[src/rtl/free_list_pkg.sv]
// Shared rename-stage definitions: sizes, PR type and a 4-bit popcount helper.
package free_list_pkg;

  localparam int NUM_PR = 64;
  localparam int NUM_AR = 32;
  localparam int PR_W   = 6;
  localparam int DEPTH  = NUM_PR - NUM_AR;
  localparam int IDX_W  = $clog2(DEPTH);
  localparam int PTR_W  = IDX_W + 1;

  typedef logic [PR_W-1:0]  pr_t;
  typedef logic [PTR_W-1:0] ptr_t;
  typedef logic [IDX_W-1:0] idx_t;

  function automatic logic [2:0] popcount4(input logic [3:0] v);
    return 3'(v[0]) + 3'(v[1]) + 3'(v[2]) + 3'(v[3]);
  endfunction

endpackage

[src/rtl/free_list_prefix_count4.sv]
// Exclusive prefix counts and total of a 4-bit request vector; used to
// compact requests onto consecutive list positions.
module prefix_count4
  import free_list_pkg::*;
(
  input  logic [3:0]      vec_i,
  output logic [3:0][2:0] prefix_o,
  output logic [2:0]      total_o
);

  // Running count of set bits strictly below each slot.
  always_comb begin
    prefix_o[0] = 3'd0;
    for (int k = 1; k < 4; k++) begin
      prefix_o[k] = prefix_o[k-1] + 3'(vec_i[k-1]);
    end
    total_o = popcount4(vec_i);
  end

endmodule

[src/rtl/free_list.sv]
// Circular physical-register free list with speculative head (rename side),
// committed head (retire side) and tail (release side).
// Optional sticky error checking is built when FREE_LIST_CHECK_EN is defined.
module free_list
  import free_list_pkg::*;
(
  input  logic      clk,
  input  logic      rst,
  input  logic      flush_stage4,
  input  logic      inst0_alloc_req,
  input  logic      inst1_alloc_req,
  input  logic      inst2_alloc_req,
  input  logic      inst3_alloc_req,
  output logic      alloc_ready,
  output pr_t       inst0_alloc_PR,
  output pr_t       inst1_alloc_PR,
  output pr_t       inst2_alloc_PR,
  output pr_t       inst3_alloc_PR,
  input  logic      retire0_dest_en,
  input  logic      retire1_dest_en,
  input  logic      retire2_dest_en,
  input  logic      retire3_dest_en,
  input  logic      retire0_free_en,
  input  logic      retire1_free_en,
  input  logic      retire2_free_en,
  input  logic      retire3_free_en,
  input  pr_t       retire0_free_PR,
  input  pr_t       retire1_free_PR,
  input  pr_t       retire2_free_PR,
  input  pr_t       retire3_free_PR,
  output pr_t       free_count,
  output logic      fl_error
);

  pr_t  entries_q [DEPTH];
  ptr_t head_q, head_d;
  ptr_t a_head_q, a_head_d;
  ptr_t tail_q, tail_d;

  logic [3:0]      req, dest_en, free_en;
  pr_t             free_pr [4];
  pr_t             alloc_pr [4];
  logic [3:0][2:0] pre_alloc, pre_rel;
  logic [2:0]      n_alloc, n_rel, n_dest;

  assign req     = {inst3_alloc_req, inst2_alloc_req, inst1_alloc_req, inst0_alloc_req};
  assign dest_en = {retire3_dest_en, retire2_dest_en, retire1_dest_en, retire0_dest_en};
  assign free_en = {retire3_free_en, retire2_free_en, retire1_free_en, retire0_free_en};
  assign free_pr[0] = retire0_free_PR;
  assign free_pr[1] = retire1_free_PR;
  assign free_pr[2] = retire2_free_PR;
  assign free_pr[3] = retire3_free_PR;
  assign n_dest     = popcount4(dest_en);

  prefix_count4 u_alloc_cnt (.vec_i(req),     .prefix_o(pre_alloc), .total_o(n_alloc));
  prefix_count4 u_rel_cnt   (.vec_i(free_en), .prefix_o(pre_rel),   .total_o(n_rel));

  assign free_count  = tail_q - head_q;
  assign alloc_ready = free_count >= PR_W'(n_alloc);

  assign inst0_alloc_PR = alloc_pr[0];
  assign inst1_alloc_PR = alloc_pr[1];
  assign inst2_alloc_PR = alloc_pr[2];
  assign inst3_alloc_PR = alloc_pr[3];

  // Compacted combinational read starting at the speculative head.
  always_comb begin
    for (int k = 0; k < 4; k++) begin
      alloc_pr[k] = entries_q[head_q[IDX_W-1:0] + idx_t'(pre_alloc[k])];
    end
  end

  // Pointer next-state; a flush rewinds to the post-update committed head.
  always_comb begin
    a_head_d = a_head_q + ptr_t'(n_dest);
    tail_d   = tail_q + ptr_t'(n_rel);
    head_d   = head_q;
    if (flush_stage4) begin
      head_d = a_head_d;
    end else if (alloc_ready) begin
      head_d = head_q + ptr_t'(n_alloc);
    end
  end

  // Pointer registers.
  always_ff @(posedge clk) begin
    if (rst) begin
      head_q   <= '0;
      a_head_q <= '0;
      tail_q   <= ptr_t'(DEPTH);
    end else begin
      head_q   <= head_d;
      a_head_q <= a_head_d;
      tail_q   <= tail_d;
    end
  end

  // Entry array: reset to the unmapped PRs, released PRs written compacted at tail.
  always_ff @(posedge clk) begin
    if (rst) begin
      for (int i = 0; i < DEPTH; i++) begin
        entries_q[i] <= pr_t'(NUM_AR + i);
      end
    end else begin
      for (int k = 0; k < 4; k++) begin
        if (free_en[k]) begin
          entries_q[tail_q[IDX_W-1:0] + idx_t'(pre_rel[k])] <= free_pr[k];
        end
      end
    end
  end

`ifdef FREE_LIST_CHECK_EN
  logic fl_error_q, err_now;

  // Overflow, release of PR 0, or duplicate PRs within one release group.
  always_comb begin
    err_now = ({1'b0, free_count} + 7'(n_rel)) > 7'(DEPTH);
    for (int k = 0; k < 4; k++) begin
      if (free_en[k] && (free_pr[k] == '0)) err_now = 1'b1;
      for (int j = k + 1; j < 4; j++) begin
        if (free_en[k] && free_en[j] && (free_pr[k] == free_pr[j])) err_now = 1'b1;
      end
    end
  end

  // Sticky until reset.
  always_ff @(posedge clk) begin
    if (rst) fl_error_q <= 1'b0;
    else if (err_now) fl_error_q <= 1'b1;
  end

  assign fl_error = fl_error_q;
`else
  assign fl_error = 1'b0;
`endif

endmodule

[config.mk]
export PLATFORM = sky130hd
export DESIGN_NAME = free_list
export DESIGN_NICKNAME = d
export VERILOG_FILES = /design/src/rtl/free_list_pkg.sv /design/src/rtl/free_list_prefix_count4.sv /design/src/rtl/free_list.sv
export SDC_FILE = /design/constraint.sdc
export NUM_CORES = 1
export LEC_CHECK = 0
export ABC_CLOCK_PERIOD_IN_PS = 9900
export BUFFER_PORTS_ARGS = -buffer_cell sky130_fd_sc_hd__buf_2
export CORE_MARGIN = 4
export CORE_UTILIZATION = 30
export CTS_BUF_LIST = sky130_fd_sc_hd__clkbuf_8
export DETAILED_ROUTE_END_ITERATION = 7
export GPL_TIMING_DRIVEN = 0
export PLACE_DENSITY = 0.45
export SLEW_MARGIN = 10
export SYNTH_ARGS = -nofsm -noshare
export SYNTH_HDL_FRONTEND = slang
export SYNTH_SLANG_ARGS = --single-unit
[constraint.sdc]
create_clock -name clk -period 9.9 [get_ports clk]
set_clock_uncertainty 0.1 [all_clocks]
set_input_delay 0.495 -clock clk [delete_from_list [all_inputs] [get_ports clk]]
set_output_delay 0.495 -clock clk [all_outputs]
set_load 0.05 [all_outputs]
==> flow_metrics.tcl <==
set metrics [dict create \
    status "finished, violations left" \
    failed_checks "design-rule violations, max-capacitance violations" \
    path_depth 10 \
    drt-vias-per-instance 7.25 \
    highest_layer "met5" \
    rsz0062_at_grt "no" \
    cts_made_buffers 41 \
    syn-instance-count 2112 \
    grt_max_degree 13 \
    nNetsFinal 2311 \
    ant_nets 0 \
    wl_per_cell_um 48.9 \
    hold_buffers 0 \
    rrSetupSlack_ps 4710 \
    clock_sinks 215 \
    nFillCells 7636 \
    core_um2 74700 \
    io_pins 71 \
    wl_met1_um 59700 \
    synth-edff-count 192 \
    finalSetupViolCount 0 \
    dr.pass1.iters 8 \
    yosys_warnings 0 \
    critPathKind "primary input to output pin" \
    synth_area_per_cell_um2 10.7 \
    holdPathStages 3 \
    slew_violations 0 \
    max_stage_delay_ps 860 \
    yosys-top-cells-area "edfxtp_1 (25%), mux4_2 (24%), nor3_1 (2.6%), nand2_1 (2.4%), nor2_1 (2.4%)" \
    grt-ovfl-total 0 \
    grt_pass1_vias 22100 \
    setup_ws_ps 4140 \
    hpwl_um 126000 \
    initial_utilization_pct 30.3 \
    wl_met2_um 64200 \
    die_h_um 283 \
    antenna_found_initial 11 \
    cp-start-kind "primary input" \
    clk_latency_ps 630 \
    critPathArrivalTime_ps 5170 \
    syn_area_um2 22700 \
    cts_root_buffer "clkbuf_8" \
    fin_crit_sh_pct 58.2 \
    critPathRequiredTime_ps 9310 \
    dieArea_um2 80000 \
    r2r_cells 8 \
    dr_total_vias 23400 \
    cts_tree "done" \
    synth_cell_type_count 116 \
    grt_pass1_wl_um 206000 \
    synth_common_cells "mux4_2 (240), edfxtp_1 (192), nand2_1 (146)" \
    synth_async_sr_flop_share_pct 0 \
    fmax_ghz 0.174 \
    critPathTopFamily "buffers and inverters" \
    final.setup.tns_ps 0 \
    synth.top_cell.area_share_pct 25.5 \
    gp_congestion 1.11 \
    place_ws_ps 4290 \
    ctsResizeCount 0 \
    ys_seq_elements 215 \
    rows 100 \
    tightest_slew_ps 1460 \
    cp_max_fo 10 \
    layout_min_cycle_time_ps 5760 \
    yosysTopAreaCell "edfxtp_1" \
    yosysSeqAreaShare_pct 27.5 \
    maxCapViolCount 1 \
    vdd_drop_max_mv 0.148 \
    clk_pin_slew_ps 60 \
    crit_slowest_cell "clkbuf_1" \
    finalWirelength_um 158000 \
    drive_above_1_share_pct 25.5 \
    synth_nets 2202 \
    grt_usage_pct 38.9 \
    io_buffers 64 \
    drc_errors 26 \
    synth_ff_type "edfxtp_1" \
    worstPathCellList "buf_2 > fa_1 > ha_1 > fa_1 > clkbuf_1 > clkbuf_1 > mux4_2 > mux4_2 > mux2_2 > buf_2" \
    routed-wl-met3_um 17700 \
    p_leak_nw 7.29 \
    min_path_type "primary input to register" \
    cp_num_buf_inv 4 \
    maxSlewHeadroom_pct 2.60 \
    cts_setup_buffers 0 \
    p_per_area_nw_per_um2 274 \
    die_w_um 283 \
    cts_max_level 2 \
    synth_most_common_cell "mux4_2" \
    drt_first_iter_violations 3608 \
    clock_path_buffers 3 \
    area_delta_synth_final_pct 10.4 \
    finalHoldViolCount 0 \
    end_kind "output pin" \
]
[logic make-up after synthesis]
family,share of synthesized area (%)
and+or+nand+nor,16.2
muxes,27.3
buffers and inverters,5.18
other,0.0166
xor gates and xnor gates,1.11
AOI/OAI and AO/OA,19.4
adders and majority gates,3.25
DFF,27.5
[registers in the layout (all words and copies together) (netlist names), named ones only]
register	cells
head_q	6
entries_q	192
tail_q	6
a_head_q	6
[power breakdown]
group          total [mW]  internal, mW  switching, mW
logic                4.67          1.53           3.14
registers            1.32          1.12          0.199
clock network       0.863         0.437          0.426
[routing by layer]
metal	up-vias	global-route usage, %
met1	11800	49.8
met4	8	29.2
met2	1986	56.0
met5	-	0
met3	575	10.8
li1	8997	-
[final timing paths]
path,start,endpoint
worst max-delay path,inst0_alloc_req,inst3_alloc_PR[0]
worst min-delay path,rst,tail_q[5]$_SDFF_PP1_
worst max register to register,tail_q[1]$_SDFF_PP0_,entries_q[0][4]$_DFFE_PP_
worst min register to register,a_head_q[5]$_SDFF_PP0_,a_head_q[5]$_SDFF_PP0_
[through the flow]
| step | hold WS [ps] | instance area [um^2] | util, % | instances | total power, mW |
|---|---|---|---|---|---|
| floorplan | 373 | 22700 | - | 2112 | 4.19 |
| global placement | 410 | 24200 | 32.4 | 3145 | 5.89 |
| detailed placement | 421 | 24200 | 32.4 | 3147 | 5.88 |
| CTS | 195 | 25000 | 33.5 | 3220 | 6.76 |
| global route | 232 | 25000 | 33.5 | 3221 | 7.01 |
| finish | 243 | 25000 | 33.5 | 3222 | 6.86 |
[final cells by class]
cell class / instances / area, um^2 / area share (%)
clock inverters: 30 / 190 / 0.760
multi-input cells: 1629 / 15300 / 61.1
repair buffers: 66 / 335 / 1.34
inverters: 54 / 203 / 0.810
clock buffers: 43 / 592 / 2.37
flip-flops and latches: 215 / 6230 / 24.9
diodes: 2 / 5.00 / 0.0200
plain buffers: 214 / 975 / 3.90
well taps: 969 / 1210 / 4.85
[layout by cell type (no fill, tap or decap), types with 45 or more instances in the layout]
master / count
nor3_1: 116
mux2i_1: 45
nor2_1: 141
nand3_1: 79
mux4_2: 240
a21oi_1: 65
a31oi_1: 70
o221ai_1: 55
a221o_1: 45
edfxtp_1: 192
o21ai_0: 64
inv_1: 54
buf_2: 107
a221oi_1: 57
clkbuf_1: 133
nand2_1: 146
[worst register-to-register path, delay by kind of cell, from the launching register on]
kind            cells  cell delay [ps]
compound gates      3             1950
xor+xnor            1              350
fa+ha+maj           1              590
buf+inv             2              660
flops               1              930
simple gates        1              220
No activity file was read; power rests on OpenSTA's default activity.
